### config.mk
export PLATFORM = sky130hd
export DESIGN_NAME = psg_stereo_mixer
export DESIGN_NICKNAME = d
export VERILOG_FILES = /design/src/rtl/psg_stereo_mixer.sv
export SDC_FILE = /design/constraint.sdc
export NUM_CORES = 1
export LEC_CHECK = 0
export CORE_ASPECT_RATIO = 0.75
export CORE_MARGIN = 2
export CORE_UTILIZATION = 25
export CTS_CLUSTER_DIAMETER = 30
export DETAILED_ROUTE_END_ITERATION = 16
export PLACE_DENSITY = 0.46
export REMOVE_ABC_BUFFERS = 1
export SLEW_MARGIN = 20
export SYNTH_ARGS = -nofsm -noshare
export SYNTH_HDL_FRONTEND = slang
export SYNTH_SLANG_ARGS = --single-unit
### constraint.sdc
create_clock -name clk_logic -period 5.6 [get_ports clk_logic]
set_input_delay 0.56 -clock clk_logic [delete_from_list [all_inputs] [get_ports clk_logic]]
set_output_delay 0.56 -clock clk_logic [all_outputs]
set_load 0.005 [all_outputs]
### src/rtl/psg_stereo_mixer.sv
// -----------------------------------------------------------------------------
// psg_stereo_mixer
//
// Sequential stereo mixer for NUM_CHIPS three-voice PSG chips. One request on
// sample_stb_i snapshots every channel sample together with the per-channel
// gain/pan settings. The block then walks the channels one per clock,
// accumulating (sample*gain)>>2 into the left and/or right accumulator. It
// then saturates both sums to OUT_WIDTH bits and presents them with a
// one-cycle valid_o pulse. Latency from strobe to valid_o is NCH+1 clocks.
//
// Configuration macro:
//   PSG_MIXER_PAN_EN  defined   -> pan bits cfg_data_i[5:4] are writable.
//                     undefined -> pan is fixed: even chips left-only,
//                                  odd chips right-only. Gain stays writable.
//
// Parameters:
//   NUM_CHIPS  number of PSG chips mixed (1..4), NCH = 3*NUM_CHIPS channels
//   CH_WIDTH   width of each unsigned channel sample
//   OUT_WIDTH  width of each unsigned stereo output
//
// Ports:
//   clk_logic     clock, all state updates on the rising edge
//   reset         synchronous active-high reset, highest priority
//   chan_i        channel samples, channel 0 in the LSBs (chip k/3, voice k%3)
//   sample_stb_i  single-cycle request to mix one output sample
//   cfg_we_i      configuration write strobe
//   cfg_addr_i    channel index of the write (indices >= NCH are ignored)
//   cfg_data_i    [3:0] gain, [4] left enable, [5] right enable
//   clip_clr_i    clears the sticky clip flag (a simultaneous set wins)
//   audio_l_o     mixed left sample, held between valid_o pulses
//   audio_r_o     mixed right sample, held between valid_o pulses
//   valid_o       one-cycle pulse when audio_l_o/audio_r_o carry a new result
//   busy_o        high while a mix is in progress
//   missed_o      one-cycle pulse when a strobe arrives while busy
//   clip_o        sticky saturation flag
// -----------------------------------------------------------------------------
module psg_stereo_mixer #(
    parameter int NUM_CHIPS = 2,
    parameter int CH_WIDTH  = 8,
    parameter int OUT_WIDTH = 10
) (
    input  logic                            clk_logic,
    input  logic                            reset,
    input  logic [NUM_CHIPS*3*CH_WIDTH-1:0] chan_i,
    input  logic                            sample_stb_i,
    input  logic                            cfg_we_i,
    input  logic [3:0]                      cfg_addr_i,
    input  logic [7:0]                      cfg_data_i,
    input  logic                            clip_clr_i,
    output logic [OUT_WIDTH-1:0]            audio_l_o,
    output logic [OUT_WIDTH-1:0]            audio_r_o,
    output logic                            valid_o,
    output logic                            busy_o,
    output logic                            missed_o,
    output logic                            clip_o
);

    localparam int NCH       = NUM_CHIPS * 3;
    localparam int IDX_W     = $clog2(NCH);
    localparam int PROD_W    = CH_WIDTH + 4;
    localparam int CONTRIB_W = CH_WIDTH + 2;
    // One spare bit beyond the worst-case sum of NCH contributions.
    localparam int ACC_W     = CONTRIB_W + $clog2(NCH) + 1;

    typedef enum logic [1:0] {
        S_IDLE  = 2'd0,
        S_ACCUM = 2'd1,
        S_DONE  = 2'd2
    } state_t;

    // Gain 4 is unity: the product is shifted right by two.
    function automatic logic [CONTRIB_W-1:0] scale_contrib(
        input logic [CH_WIDTH-1:0] smp,
        input logic [3:0]          gain
    );
        logic [PROD_W-1:0] prod;
        prod = PROD_W'(smp) * PROD_W'(gain);
        return prod[PROD_W-1:2];
    endfunction

    function automatic logic is_over(input logic [ACC_W-1:0] acc);
        return (ACC_W > OUT_WIDTH) && ((acc >> OUT_WIDTH) != '0);
    endfunction

    function automatic logic [OUT_WIDTH-1:0] sat_out(input logic [ACC_W-1:0] acc);
        if (is_over(acc)) begin
            return '1;
        end
        return OUT_WIDTH'(acc);
    endfunction

    // Pan is {R,L}: even chips default to the left, odd chips to the right.
    function automatic logic [1:0] pan_reset_val(input int k);
        return (((k / 3) % 2) == 0) ? 2'b01 : 2'b10;
    endfunction

    state_t               state_q;
    state_t               state_d;
    logic [IDX_W-1:0]     idx_q;
    logic                 last_ch;

    logic [3:0]           gain_q [NCH];
    logic [1:0]           pan_q  [NCH];

    logic [NCH*CH_WIDTH-1:0] chan_s;
    logic [3:0]           gain_s [NCH];
    logic [1:0]           pan_s  [NCH];

    logic [CH_WIDTH-1:0]  cur_smp;
    logic [CONTRIB_W-1:0] contrib;
    logic [ACC_W-1:0]     acc_l_q;
    logic [ACC_W-1:0]     acc_r_q;
    logic [ACC_W-1:0]     acc_l_d;
    logic [ACC_W-1:0]     acc_r_d;

    logic [OUT_WIDTH-1:0] audio_l_q;
    logic [OUT_WIDTH-1:0] audio_r_q;
    logic                 clip_q;

    assign last_ch = (state_q == S_ACCUM) && (idx_q == IDX_W'(NCH - 1));

    // ---------------------------------------------------------------- FSM
    always_ff @(posedge clk_logic) begin
        if (reset) begin
            state_q <= S_IDLE;
        end else begin
            state_q <= state_d;
        end
    end

    always_comb begin
        state_d = state_q;
        case (state_q)
            S_IDLE:  if (sample_stb_i) state_d = S_ACCUM;
            S_ACCUM: if (last_ch)      state_d = S_DONE;
            S_DONE:                    state_d = S_IDLE;
            default:                   state_d = S_IDLE;
        endcase
    end

    // Reset gates the pulses so an aborted mix never shows valid_o.
    always_comb begin
        busy_o   = (state_q != S_IDLE);
        valid_o  = (state_q == S_DONE) && !reset;
        missed_o = sample_stb_i && (state_q != S_IDLE) && !reset;
    end

    // ------------------------------------------------- configuration regs
    always_ff @(posedge clk_logic) begin
        if (reset) begin
            for (int k = 0; k < NCH; k++) begin
                gain_q[k] <= 4'd4;
            end
        end else if (cfg_we_i) begin
            // Full 4-bit compare: out-of-range addresses match nothing.
            for (int k = 0; k < NCH; k++) begin
                if (cfg_addr_i == 4'(k)) begin
                    gain_q[k] <= cfg_data_i[3:0];
                end
            end
        end
    end

`ifdef PSG_MIXER_PAN_EN
    always_ff @(posedge clk_logic) begin
        if (reset) begin
            for (int k = 0; k < NCH; k++) begin
                pan_q[k] <= pan_reset_val(k);
            end
        end else if (cfg_we_i) begin
            for (int k = 0; k < NCH; k++) begin
                if (cfg_addr_i == 4'(k)) begin
                    pan_q[k] <= cfg_data_i[5:4];
                end
            end
        end
    end

    logic unused_cfg;
    assign unused_cfg = &{1'b0, cfg_data_i[7:6]};
`else
    always_comb begin
        for (int k = 0; k < NCH; k++) begin
            pan_q[k] = pan_reset_val(k);
        end
    end

    logic unused_cfg;
    assign unused_cfg = &{1'b0, cfg_data_i[7:4]};
`endif

    // ------------------------------------------------ snapshot and index
    // The mix reads only the snapshot, so config writes mid-mix affect
    // the following sample only.
    always_ff @(posedge clk_logic) begin
        if (state_q == S_IDLE && sample_stb_i) begin
            chan_s <= chan_i;
            gain_s <= gain_q;
            pan_s  <= pan_q;
        end
    end

    always_ff @(posedge clk_logic) begin
        if (reset) begin
            idx_q <= '0;
        end else if (state_q == S_IDLE && sample_stb_i) begin
            idx_q <= '0;
        end else if (state_q == S_ACCUM && !last_ch) begin
            idx_q <= idx_q + 1'b1;
        end
    end

    // ---------------------------------------------------------- accumulate
    always_comb begin
        cur_smp = chan_s[int'(idx_q) * CH_WIDTH +: CH_WIDTH];
        contrib = scale_contrib(cur_smp, gain_s[idx_q]);
        acc_l_d = acc_l_q;
        acc_r_d = acc_r_q;
        if (pan_s[idx_q][0]) acc_l_d = acc_l_q + ACC_W'(contrib);
        if (pan_s[idx_q][1]) acc_r_d = acc_r_q + ACC_W'(contrib);
    end

    always_ff @(posedge clk_logic) begin
        if (state_q == S_IDLE && sample_stb_i) begin
            acc_l_q <= '0;
            acc_r_q <= '0;
        end else if (state_q == S_ACCUM) begin
            acc_l_q <= acc_l_d;
            acc_r_q <= acc_r_d;
        end
    end

    // ------------------------------------------------------ output stage
    // Results load on the edge that enters DONE, so they are already valid
    // during the DONE cycle when valid_o pulses.
    always_ff @(posedge clk_logic) begin
        if (reset) begin
            audio_l_q <= '0;
            audio_r_q <= '0;
            clip_q    <= 1'b0;
        end else begin
            if (last_ch) begin
                audio_l_q <= sat_out(acc_l_d);
                audio_r_q <= sat_out(acc_r_d);
            end
            if (last_ch && (is_over(acc_l_d) || is_over(acc_r_d))) begin
                clip_q <= 1'b1;
            end else if (clip_clr_i) begin
                clip_q <= 1'b0;
            end
        end
    end

    assign audio_l_o = audio_l_q;
    assign audio_r_o = audio_r_q;
    assign clip_o    = clip_q;

endmodule

## Word-level counts from Yosys, hierarchy flattened

Memories as Yosys holds them, arrays and structs flattened.
Cells that the tools add are included.
Widths: inputs -> output; s select.

- Add/sub/neg operators: 3
- Multiply operators: 1
- $lt $le $gt $ge: 1
- Equality and inequality tests: 10
- Shift-type cells: 1
- Mux-type cells: 22
- Bitwise gates (word level): 1
- Reductions and logical operators: 24

Operators by type and width:

| kind | number |
|---|---|
| $shiftx 48x7->8 | 1 |
| $mux 10 | 4 |
| $add 14x10->14 | 2 |
| $mux 14 | 2 |
| $reduce_bool 14->1 | 2 |
| $reduce_and 2->1 | 7 |
| $bmux 4 s3 | 1 |
| $mul 8x4->12 | 1 |
| $eq 4x2->1 const B | 2 |
| $eq 4x3->1 const B | 2 |
| $mux 1 | 8 |
| $mux 2 | 4 |
| $mux 4 | 2 |
| $logic_and 1x1->1 | 7 |
| $eq 4x1->1 const B | 1 |
| $ge 4x4->1 const B | 1 |
| $logic_not 4->1 | 1 |
| $ne 2x2->1 const B | 2 |
| $not 3->4 | 1 |
| $pmux 2 s2 | 1 |
| $reduce_bool 2->1 | 2 |
| $add 3x1->3 const B | 1 |
| $eq 3x3->1 const B | 1 |
| $eq 2x1->1 const B | 1 |
| 5 further kinds | 6 |

- Register bits: 150
- ROM bits: 16
- Input port bits: 65
- Word-level logic and storage cells: 84
- Memories: 1

Memories:

| memory | words | bits a word | rd ports | clocked after memory_dff | write ports | RTL line | text |
|---|---|---|---|---|---|---|---|
| (no name shown) | 8 | 2 | 1 | 0 | 0 | 220 | `if (pan_s[idx_q][1]) acc_r_d = acc_r_q + ACC_W'(contrib);` |

## Logic depth before layout (Yosys ltp)

Gate-level depths: netlist of the first run.

- Depth after elaboration: 12
- Mapped depth: 27
- Mapped depth without buffers: 25

## Worst setup path after synthesis of the first run

No wires, ideal clock.

- Kind: flip-flop to flip-flop
- Start: reg idx_q[0]
- End: reg audio_r_q[0] (netlist: audio_r_o[0])
- Arrival: 5977 ps
- Required time: 5509 ps
- Setup slack: -468 ps
- Stages on the path, launching flop included: 27
- Cell sequence: dfxtp_1 > buf_2 > buf_2 > buf_2 > mux2i_1 > nor2_1 > a21oi_1 > or2_2 > fa_1 > inv_1 > fa_1 > fa_1 > a21oi_1 > nor2_1 > nor2_1 > o21bai_1 > a21oi_1 > o21ai_0 > xor2_1 > ha_1 > a21o_1 > a21oi_1 > or3b_2 > o31ai_4 > mux2i_1 > o22ai_4 > a311oi_1

- Cells in the longest elaborated chain, start to end: 12

RTL lines:

| what | RTL line | text |
|---|---|---|
| from (decl) | 99 | `logic [IDX_W-1:0] idx_q;` |
| from (signal assigned) | 209 | `idx_q <= idx_q + 1'b1;` |
| branches (longest 12 deep; another with $add 14x10->14) | -- |  |
| to (signal assigned) | 244 | `audio_r_q <= sat_out(acc_r_d);` |
| to (decl) | 117 | `logic [OUT_WIDTH-1:0] audio_r_q;` |

Several ways; the timed one is not identified. The select of a mux whose other input is x is not followed.
A chain may end at the register's enable or synchronous reset.

## Final worst setup path of the first run

- Start: reg idx_q[0]
- End: reg audio_l_q[8] (netlist: audio_l_o[8])

- Cells in the longest elaborated chain, start to end: 12

RTL lines:

| what | RTL line | text |
|---|---|---|
| branches (longest 12 deep; another with $add 14x10->14) | -- |  |
| to (signal assigned) | 243 | `audio_l_q <= sat_out(acc_l_d);` |
| to (decl) | 116 | `logic [OUT_WIDTH-1:0] audio_l_q;` |

Several ways; the timed one is not identified. The select of a mux whose other input is x is not followed.

==> results.md, run 1 <==
- By area the synthesized netlist is led by edfxtp_1 28%, dfxtp_1 21%, ha_1 6.8%, nor2_1 5.9%, mux2i_1 5.3%.
- The count of max-cap constraint violations is 0.
- The leakage power summed over all cells is 4.28 nW.
- The path category of the worst min-delay check is reg -> reg.
- Summed over all instances, the cell type with the most area after synthesis is edfxtp_1.
- The via-per-instance ratio is 4.43.
- The synthesis-to-layout area growth is 47.0%.
- Ranked by instance count, the synthesized netlist is headed by 119 x nor2_1, 78 x dfxtp_1, 72 x edfxtp_1.
- Of all nets on the critical path, the largest fanout is 5.
- Dividing total power by cell area gives a power density of 461 nW/µm².
- STA puts the critical path data arrival time at 6100 ps.
- The register clock-pin slew on the reported worst setup and hold paths is 70 ps.
- The first TritonRoute pass finished after 4 iterations.
- The cell area after synthesis is 7590 µm².
- The area share of the largest cell type after synthesis is 28.5%.
- The worst setup path is captured at a register.
- The count of final hold-check violations is 0.
- The combinational group share of total power is 53.0%.
- Global routing finished with a remaining overflow of 0.
- The total detailed-routing wirelength is 19600 µm.
- During synthesis, Yosys emitted a total of 0 warnings.
- The number of DRC violations after detailed routing is 0.
- The worst slack at placement is -524 ps.
- The overall via count from detail_route is 5792.
- The class of the most critical setup path is reg -> reg.
- The worst pin sits at a relative slew slack of 33.4%.
- The CTS sink count is 150.
- The die is 155 µm tall.
- The setup skew after layout is 14.7 ps.
- The net count of the finished layout is 1015.
- The clock passes through at most 2 buffers.
- The number of pins with negative max-slew slack in the final report came to 0.
- The most used flip-flop cell after synthesis is dfxtp_1.
- The number of antenna repair diodes is 0.
- Yosys mapped a number of flops with a built-in enable equal to 72.
- The row count is 55.
- The final reports fail on negative setup slack.
- The maximum number of pins on one net before global-route repair is 58.
- After synthesis, flip-flops and latches occupy 49.1% of the total area.
- In the final routed layout, each cell accounts on average for 15.0 µm.
- 89 I/O pins were placed.
- The share of synthesized flip-flops with an asynchronous set or reset is 0%.
- Per report_power, the sequential group accounts for 25.1% of the total.
- The overall global routing resource usage is 12.9%.
- The net switching power figure is 1.87 mW.
- The die is 205 µm wide.
- The later pin in the worst-skew pair is clocked with a latency of 440 ps.
- The flow ran to the end, but the final reports show violations.
- The wire length of the first global-routing pass is 31700 µm.
- The violation count after the first detailed-route iteration is 261.
- The final period demand of the worst path is 5790 ps.
- The tree is rooted in a clkbuf_16.
- The maximum resistive drop on vdd is 0.217 mV.
- The clock network burns 21.9% of the power.
- The cell that appears most often on the critical path is a21oi_2.
- The internal portion of the total power is 3.28 mW.
- The detailed placer's ending HPWL is 14000 µm.
- For this run, the slowest stage of the critical path takes 540 ps.
- The remaining antenna violation count is 0.
- The floorplan core area is 30000 µm².
- Setup repair after global routing could not meet its margin everywhere.
- In this run the number of H-tree levels came out at 4.
- Across all setup checks in the final design, the least slack found is -189 ps.
- The most instantiated library cell after synthesis is nor2_1.
- The CTS buffer count is 17.
- The net switching fraction of the power is 36.3%.
- The library cell contributing the largest single delay on the critical path is mux4_2.
- The power after layout is 5.15 mW.
- Data on the critical path is required at its endpoint by 5910 ps.
- The instance count of the mapped netlist is 687.
- The number of antenna violations at the first check in global routing is 0.
- The count of state elements after synthesis is 150.
- The effective utilization at floorplan is 25.3%.
- The measured slew at the worst slew-check pin is 1000 ps.
- The share of layout cells above drive strength 1 is 30.5%.
- TritonCTS built the clock tree.
- For this run, the top clock speed supported by timing is 0.173 GHz.
- The number of global-route vias before repair is 5791.
- The number of distinct library cells after synthesis is 50.
- The per-instance average area after synthesis is 11.0 µm².
- The count of input and output buffers is 84.
- The final setup violation count is 21.
- Once layout is complete, the utilization of the core stands at 37.2%.
- The die covers 31800 µm².
- The final cycle utilization of the critical path is 103%.
- The sum of negative setup slack is -2500 ps.
- The launching element type of the critical path is a register.
- Fill cells in the final layout number 2963.
- At the end of routability-driven placement, the weighted congestion stood at 0.766.
power by group through the flow:
stage | combinational (mW) | clock, mW | sequential, mW
4_1_cts | 2.59 | 1.16 | 1.29
3_3_place_gp | 2.14 | 0 | 1.31
5_1_grt | 3.00 | 1.21 | 1.30
6_report | 2.73 | 1.13 | 1.29
3_5_place_dp | 2.13 | 0 | 1.31
2_1_floorplan | 1.19 | 0 | 1.30
metal layers:
metal	routed length (µm)	global-route usage [%]	up-vias
met5	0	0	-
met4	217	4.04	0
met3	931	3.52	10
met2	8130	17.9	77
met1	10300	19.3	2759
li1	-	-	2946
area by class of cell:
| cell class | count | area (µm²) | share of cell area, % |
|---|---|---|---|
| inverters | 27 | 103 | 0.920 |
| well taps | 399 | 499 | 4.47 |
| clock inverters | 15 | 163 | 1.46 |
| flip-flops and latches | 150 | 3730 | 33.4 |
| multi-input cells | 482 | 4230 | 37.9 |
| clock buffers | 17 | 425 | 3.81 |
| repair buffers | 217 | 2000 | 18.0 |
flip-flops by register name, indices dropped and copies added, names as in the netlist, 3 cells and up:
name,flops
chan_s,48
gain_q,24
gain_s,24
acc_l_q,14
acc_r_q,14
audio_l_o,10
audio_r_o,10
idx_q,3
placed cells by master (no fill, tap or decap), drive strengths merged, types with 3 or more instances in the layout:
master,netlist,layout
and3,4,4
nand2b,3,3
a311oi,20,20
buf,4,133
or3,3,3
nor2b,8,8
fa,14,14
a211o,5,5
nor2,119,119
nor3b,3,3
nand3,8,8
mux4,12,12
nor3,9,9
clkdlybuf4s50,0,83
ha,41,41
a21oi,42,42
or4,3,3
a211oi,25,25
edfxtp,72,72
inv,27,33
clkbuf,24,18
nand4,6,6
clkinv,0,7
xnor2,12,12
nand2,28,28
or2,5,5
mux2i,40,40
a21o,6,6
o21bai,6,6
o211ai,4,4
dfxtp,78,78
o21ai,15,15
xor2,18,18
per-stage QoR:
stage | cell area [µm²] | hold slack, ps | std cells
after global placement | 9730 | 410 | 1255
after global routing | 11200 | 435 | 1307
after floorplan | 7480 | 401 | 659
after detailed placement | 9730 | 409 | 1255
after CTS | 10900 | 428 | 1302
final | 11200 | 427 | 1307
path summary, 6_finish.rpt:
kind              slack (ps)           end  cells after the start       start
hold reg to reg          430    gain_s[14]                      0  gain_q[14]
setup / recovery        -190  audio_l_o[8]                     27    idx_q[0]
setup reg to reg        -190  audio_l_o[8]                     27    idx_q[0]
hold / removal           430    gain_s[14]                      0  gain_q[14]
cell families after synthesis:
logic type | count (synthesis) | share of synthesized area, %
muxes | 52 | 8.84
buffers and inverters | 55 | 2.77
AOI/OAI and AO/OA | 139 | 13.3
and+or+nand+nor | 206 | 12.1
xor gates and xnor gates | 30 | 3.46
DFF | 150 | 49.1
adders and majority gates | 55 | 10.5
timing repair:
| action | 4_1_cts | 5_1_grt |
|---|---|---|
| buffers inserted | 16 | 7 |
| pin swaps | 19 | 14 |
| hold buffers | 0 | 0 |
| setup endpoints to repair | 30 | 31 |
| cloned | 1 | 0 |
| resized for setup | 85 | 41 |
worst max-delay path, delay by kind of cell (launching register included):
family | cells | cell delay, ps
buffers and inverters | 7 | 920
DFF | 1 | 370
adders and majority gates | 4 | 1460
AOI/OAI and AO/OA | 8 | 1390
and+or+nand+nor | 6 | 860
muxes | 1 | 540
xor gates and xnor gates | 1 | 110
No activity file was read; power rests on OpenSTA's default activity.
==> run 2, diff against run 1 <==
CORE_MARGIN = unset   (was 2)
CORE_UTILIZATION = 30   (was 25)
PLACE_DENSITY = 0.51   (was 0.46)
clock period = 5.4 ns   (was 5.6 ns; I/O delays follow)
==> results.md, run 2 (synthesis gave the netlist of run 1 again) <==
- The run finished, with violations left.
- The worst slack at placement is -719 ps.
- The clock passes through at most 2 buffers.
- The count of max-cap constraint violations is 0.
- The part of the power in registers is 25.2%.
- STA classifies the critical path endpoint as a register.
- The flip-flop count of the largest register, all copies and words added is 48.
- The count of input and output buffers is 84.
- The synthesis-to-layout area growth is 43.8%.
- The net switching power figure is 1.90 mW.
- The die is 140 µm tall.
- The number of antenna violations at the first check in global routing was 0.
- For this block, the routed nets add up to 19200 µm of wire.
- The last weighted congestion value of the routability-driven placer is 0.812.
- Setup violations remaining at the end of the flow were counted as 23.
- Setup repair after global routing could not meet its margin everywhere.
- The first detailed-routing pass took 4 iterations.
- The CTS sink count is 150.
- The library cells used most frequently in the layout, excluding fill and tap cells, are 115 x nor2_1, 103 x buf_4, 83 x clkdlybuf4s50_1.
- The number of antenna repair diodes is 0.
- The largest register by flop count is chan_s.
- The class of the most critical setup path is reg -> reg.
- Summing all placed instances gives a cell area of 9530 µm².
- The critical path data arrival time is 6090 ps.
- The CTS tree is done.
- The maximum number of pins on one net before global-route repair is 63.
- The effective utilization at floorplan is 30.5%.
- Setup slack on the critical path of the routed design comes to -427 ps.
- Counting cells, the worst reg-to-reg path comes to 23.
- The required arrival time at the worst endpoint is 5670 ps.
- The number of DRC violations after detailed routing is 0.
- The source-to-sink clock delay at the later pin of the worst-skew pair is 430 ps.
- The number of pins with negative max-slew slack in the final report was 0.
- The floorplan die area is 25900 µm².
- The highest clock frequency the design can meet is 0.172 GHz.
- Internal power comes to 3.41 mW.
- The library cell used as clock root buffer is clkbuf_16.
- The cell type with the highest occurrence count on the critical path is a21oi_2.
- Of the cells placed in the final design, the portion with a size suffix greater than 1 is 29.7%.
- In this design, the stage delay of the slowest critical-path cell is 600 ps.
- Once detail routing completed, the nets flagged for antenna violations numbered 0.
- The total power per unit cell area is 487 nW/µm².
- The sum of negative setup slack is -7740 ps.
- The wire length of the first global-routing pass is 30400 µm.
- The total overflow reported by the global router is 0.
- Net switching is 35.8% of the power.
- The row count is 50.
- The largest registers in the layout are chan_s (48), gain_q (24), gain_s (24).
- The summed area of non-filler cells in the final layout is 10900 µm².
- Clock-pin slew was measured on the worst setup and hold paths at 70 ps.
- In this run, the clock network consumes 23.0% of the power.
- The final route contains 5774 vias.
- The measured slew at the worst slew-check pin is 1050 ps.
- The final period demand of the worst path is 5830 ps.
- The H-tree was split into 4 levels.
- Walking the worst path, the cells encountered are buf_12, mux4_2, a21oi_4, or2_4, fa_1, inv_2, fa_2, fa_2, a21oi_2, nor2_1, nor2_1, o21bai_1, a21oi_2, xnor2_2, buf_4, ha_4, nand2_4, nor3_2, o41ai_2, a21oi_2, or4_4, o22ai_4, a311oi_2.
- IR analysis of the VDD net gives a maximum drop of 0.253 mV.
- The number of placed I/O pins is 89.
- The horizontal extent of the die is 186 µm.
- The final reports fail on negative setup slack.
- The count of final hold-check violations is 0.
- After legalization and detailed placement, the total HPWL measured 13800 µm.
- The biggest fanout along the worst timing path is 8.
- The floorplan core area is 24900 µm².
- The endpoint with the worst hold slack is gain_s[2].
- The setup slack of the most critical reg-to-reg path is -430 ps.
- The wire length per cell after detailed routing is 15.6 µm.
- The final cycle utilization of the critical path is 108%.
- Buffers inserted to repair hold after CTS numbered 0.
- The most common library cell in the layout ignoring fill and taps is nor2_1.
- The CTS buffer count is 17.
- The setup skew after layout is 13.8 ps.
- The leakage power summed over all cells is 4.22 nW.
- The detailed router finished its first iteration with 225 violations.
- Counting instances, the worst hold path has a depth of 0.
- The min-delay analysis places its worst path in the category reg -> reg.
- STA classifies the critical path startpoint as a register.
- The library cell contributing the largest single delay on the critical path is or4_4.
- The number of global-route vias before repair came to 5670.
- The relative slew slack is 30.0%.
- The worst register-to-register path begins at idx_q[0].
- The overall global routing resource usage is 15.2%.
- The endpoint of the worst-slack reg-to-reg timing path is audio_l_o[4].
- The worst hold path begins at gain_q[2].
- Dividing the detail-routed via count by the number of cells gives 4.69.
- In this run, the combinational gates consume 51.7% of the power.
- For this run, the post-layout net count is 1000.
run 2: area by class of cell:
| cell class | count | area, µm² |
|---|---|---|
| fillers | 2376 | 14000 |
| multi-input cells | 483 | 4240 |
| flip-flops and latches | 150 | 3730 |
| repair buffers | 201 | 1820 |
| clock buffers | 18 | 439 |
| well taps | 338 | 423 |
| clock inverters | 14 | 164 |
| inverters | 27 | 103 |
run 2: power by group through the flow:
stage          Combinational [mW]  Clock [mW]  Sequential [mW]
4_1_cts                      2.46        1.25             1.34
3_3_place_gp                 2.12           0             1.36
5_1_grt                      3.00        1.30             1.35
3_5_place_dp                 2.11           0             1.36
2_1_floorplan                1.23           0             1.35
6_report                     2.75        1.22             1.34
run 2: how the worst max path moves through the flow:
| stage | startpoint | endpoint | cells after the start | slack (ps) |
|---|---|---|---|---|
| finish | idx_q[0] | audio_l_o[4] | 23 | -430 |
| floorplan | idx_q[0] | audio_r_o[0] | 21 | -1130 |
| global placement | idx_q[0] | audio_l_o[2] | 22 | -730 |
| detailed placement | idx_q[0] | audio_l_o[8] | 22 | -720 |
| CTS | idx_q[0] | audio_l_o[4] | 23 | -310 |
| global route | idx_q[0] | audio_l_o[8] | 25 | -630 |
run 2: stage by stage:
| stage | instances | utilization, % | hold WS [ps] | power, mW |
|---|---|---|---|---|
| final | 1231 | 43.8 | 428 | 5.31 |
| after floorplan | 659 | - | 401 | 2.58 |
| after global placement | 1181 | 38.3 | 410 | 3.47 |
| after CTS | 1224 | 42.6 | 426 | 5.06 |
| after detailed placement | 1181 | 38.3 | 408 | 3.47 |
| after global routing | 1231 | 43.8 | 439 | 5.65 |
run 2: per-layer routing:
layer	global-route usage (%)	up-vias	wire, µm
li1	-	2916	-
met1	23.0	2767	10200
met2	21.5	80	8230
met3	2.90	11	679
met4	4.79	0	156
met5	0	-	0
run 2: worst max-delay path, delay by kind of cell (launching register included):
family,cells,cell delay [ps]
buffers and inverters,3,380
DFF,1,390
xor gates and xnor gates,1,150
adders and majority gates,4,1470
muxes,1,550
and+or+nand+nor,6,1050
AOI/OAI and AO/OA,8,1700
run 2: timing repair:
| item | CTS | global route |
|---|---|---|
| endpoints found under the hold margin | 0 | 0 |
| cloned | 1 | 1 |
| gates resized for setup | 76 | 48 |
| setup endpoints to repair | 35 | 36 |
| pin swaps | 33 | 46 |
| setup buffers | 12 | 8 |
==> run 3, diff against run 2 <==
SLEW_MARGIN = 0   (was 20)
clock period = 7.2 ns   (was 5.4 ns; I/O delays follow)
==> results.md, run 3 (synthesis gave the netlist of run 1 again) <==
- The first global-routing pass estimated 27600 µm of wire.
- The setup slack of the most critical reg-to-reg path is 650 ps.
- The startpoint identified for the worst hold timing path is gain_q[14].
- The global routing stage identified its most utilized layer as met1.
- The buffer levels on the longest clock path is 2.
- The largest registers in the layout are chan_s (48), gain_q (24), gain_s (24).
- The CTS buffer count is 17.
- The endpoint class of the critical path is a register.
- The maximum number of pins on one net before global-route repair is 68.
- Global routing finished with a remaining overflow of 0.
- The sum of negative setup slack is 0 ps.
- From bottom edge to top edge, the die measures 140 µm.
- The row count is 50.
- In the routed design, unresolved DRC markers number 0.
- VDD sags by at most 0.179 mV.
- OpenSTA, run right after detailed placement, puts the worst setup slack at 603 ps.
- The register with the most flip-flops in the layout has 48 of them.
- The root buffer cell chosen for the clock tree is clkbuf_16.
- The highest clock frequency the design can meet is 0.153 GHz.
- The last weighted congestion value of the routability-driven placer is 0.754.
- The H-tree was split into 4 levels.
- The tool flagged a number of max-cap violations equal to 0.
- In this run the worst hold path is classified as reg -> reg.
- The number of global-route vias before repair is 5157.
- The flow ran to the end, and the final reports show no timing, DRC or antenna violations.
- The total detailed-routing wirelength is 17100 µm.
- Clock skew on the completed layout was measured at 14.1 ps.
- The largest register by flop count is chan_s.
- Dividing the detail-routed via count by the number of cells gives 4.68.
- Dividing the detail-routed wire length by the instance count gives 15.2 µm.
- The count of cells resized by post-cts repair is 0.
- Summed over all cells, the static leakage comes to 3.55 nW.
- TritonCTS built the clock tree.
- The final cycle utilization of the critical path is 91.0%.
- The CTS sink count is 150.
- The clock reaches the later pin of the worst-skew pair after 430 ps.
- For this configuration, the core starts out at a cell density of 30.5%.
- The most critical setup path has its endpoint at audio_r_o[8].
- Clock-pin slew was measured on the worst setup and hold paths at 60 ps.
- For this run, global-route usage on met2 was measured as 19.8%.
- In the layout the commonest cells are 118 x nor2_1, 83 x clkdlybuf4s50_1, 77 x dfxtp_1.
- Hold repair after CTS inserted 0 buffers.
- The post-route netlist has 9.66% of its cells at a drive strength greater than 1.
- Once detailed placement completed, the half-perimeter wirelength came to 12100 µm.
- The worst setup path is launched from a register.
- The floorplan die area is 25900 µm².
- After filler insertion, the fill cell instance count of the layout stands at 2478.
- The number of antenna violations at the first check in global routing is 0.
- The most common library cell in the layout ignoring fill and taps is nor2_1.
- The number of pins with negative max-slew slack in the final report is 0.
- In this run the remaining antenna-violating nets after routing total 0.
- The startpoint identified for the worst register-to-register timing path is idx_q[0].
- The met3 capacity usage during global routing is 4.68%.
- The final period demand of the worst path is 6550 ps.
- Counting cells, the worst reg-to-reg path comes to 22.
- The count of input and output buffers is 84.
- The number of placed I/O pins is 89.
- The number of setup buffers added after CTS is 0.
- Setup violations remaining at the end of the flow were counted as 0.
- The count of final hold-check violations was 0.
- The worst setup margin is 646 ps.
- The measured slew at the worst slew-check pin is 1060 ps.
- Compared with the post-synthesis result, the final layout area differs by 24.1%.
- The endpoint identified for the worst register-to-register timing path is audio_r_o[8].
- Data arrives at the worst endpoint at 6880 ps.
- In the final layout, flip-flops and latches occupy 3720 µm².
- The worst pin sits at a relative slew slack of 29.3%.
- The most critical setup path has its startpoint at idx_q[0].
- The horizontal extent of the die is 186 µm.
- Dividing total power by cell area gives a power density of 328 nW/µm².
- The floorplan core area is 24900 µm².
- The class of the most critical setup path is reg -> reg.
- The first-pass detailed-route iteration total is 5.
- The multi-input combinational cells in the finished layout cover a total of 3660 µm².
- The met1 layer usage reported by global route is 20.1%.
- Global routing used 14.1% of the available tracks across all layers.
- The number of antenna diodes in the final layout is 0.
- The routed layout has 5270 vias.
- At the worst endpoint, the required time is 7530 ps.
- For this run, the post-layout net count is 894.
- Setup repair after global routing left no endpoint under its margin.
- The first routing iteration left 299 violations.
- Along the worst path, the maximum fanout reaches 22.
==> run 3: cell types whose count changed in the layout (fill, tap and decap cells not counted), moves of 5 or more <==
| cell | before | now |
|---|---|---|
| buf_6 | 9 | 0 |
| nand2_1 | 22 | 28 |
| buf_4 | 103 | 11 |
| ha_1 | 31 | 41 |
| a311oi_2 | 12 | 0 |
| a21oi_4 | 6 | 0 |
| ha_4 | 8 | 0 |
| a21oi_2 | 13 | 0 |
| a21oi_1 | 23 | 42 |
| nand2_2 | 5 | 0 |
| o21ai_0 | 8 | 14 |
| inv_2 | 6 | 0 |
| inv_1 | 20 | 26 |
| a311oi_1 | 8 | 20 |
==> run 3: how the worst min path moves through the flow <==
| stage | to | depth (start not counted) | slack, ps |
|---|---|---|---|
| floorplan | gain_s[14] | 0 | 400 |
| global placement | gain_s[20] | 0 | 410 |
| detailed placement | gain_s[14] | 0 | 410 |
| CTS | gain_s[14] | 0 | 430 |
| global route | gain_s[12] | 0 | 440 |
| finish | gain_s[14] | 0 | 430 |
==> run 3: area by class of cell <==
class | count | area share (%)
flip-flops and latches | 150 | 39.6
clock buffers | 17 | 4.52
clock inverters | 15 | 1.54
repair buffers | 96 | 9.96
multi-input cells | 482 | 38.8
well taps | 338 | 4.49
inverters | 27 | 1.09
==> run 3: per-layer routing <==
layer	up-vias	wire length [µm]
li1	2703	-
met1	2484	8970
met2	81	7060
met3	2	975
met4	0	76
met5	-	0
==> run 3: per-stage QoR <==
step / utilization [%] / cell area [µm²] / std cells / hold WS (ps) / total power [mW]
after global routing: 37.8 / 9420 / 1125 / 439 / 3.32
after global placement: 35.5 / 8850 / 1093 / 413 / 2.24
after CTS: 37.8 / 9420 / 1125 / 428 / 3.12
after floorplan: - / 7480 / 659 / 401 / 1.93
final: 37.8 / 9420 / 1125 / 428 / 3.09
after detailed placement: 35.5 / 8850 / 1093 / 415 / 2.23
==> run 3: where the power goes <==
group / internal [mW] / total, mW / switching [mW]
Clock: 0.484 / 0.867 / 0.383
Combinational: 0.523 / 1.23 / 0.703
Sequential: 0.958 / 0.996 / 0.0379
Total: 1.97 / 3.09 / 1.12
==> run 3: worst max-delay path: stages, from the launching register on <==
cell and delay (ps):
dfxtp_2 480, buf_12 240, mux4_2 530, a21oi_1 400, nor2_1 110, fa_1 520
inv_1 60, fa_1 530, inv_1 40, ha_1 320, a21oi_1 220, o21bai_1 90
a21oi_1 230, o21ai_0 210, or4_1 450, nand3_1 200, ha_1 230, a21oi_1 80
or3b_2 470, o31ai_4 100, mux2i_1 410, o22ai_4 200, a311oi_1 300
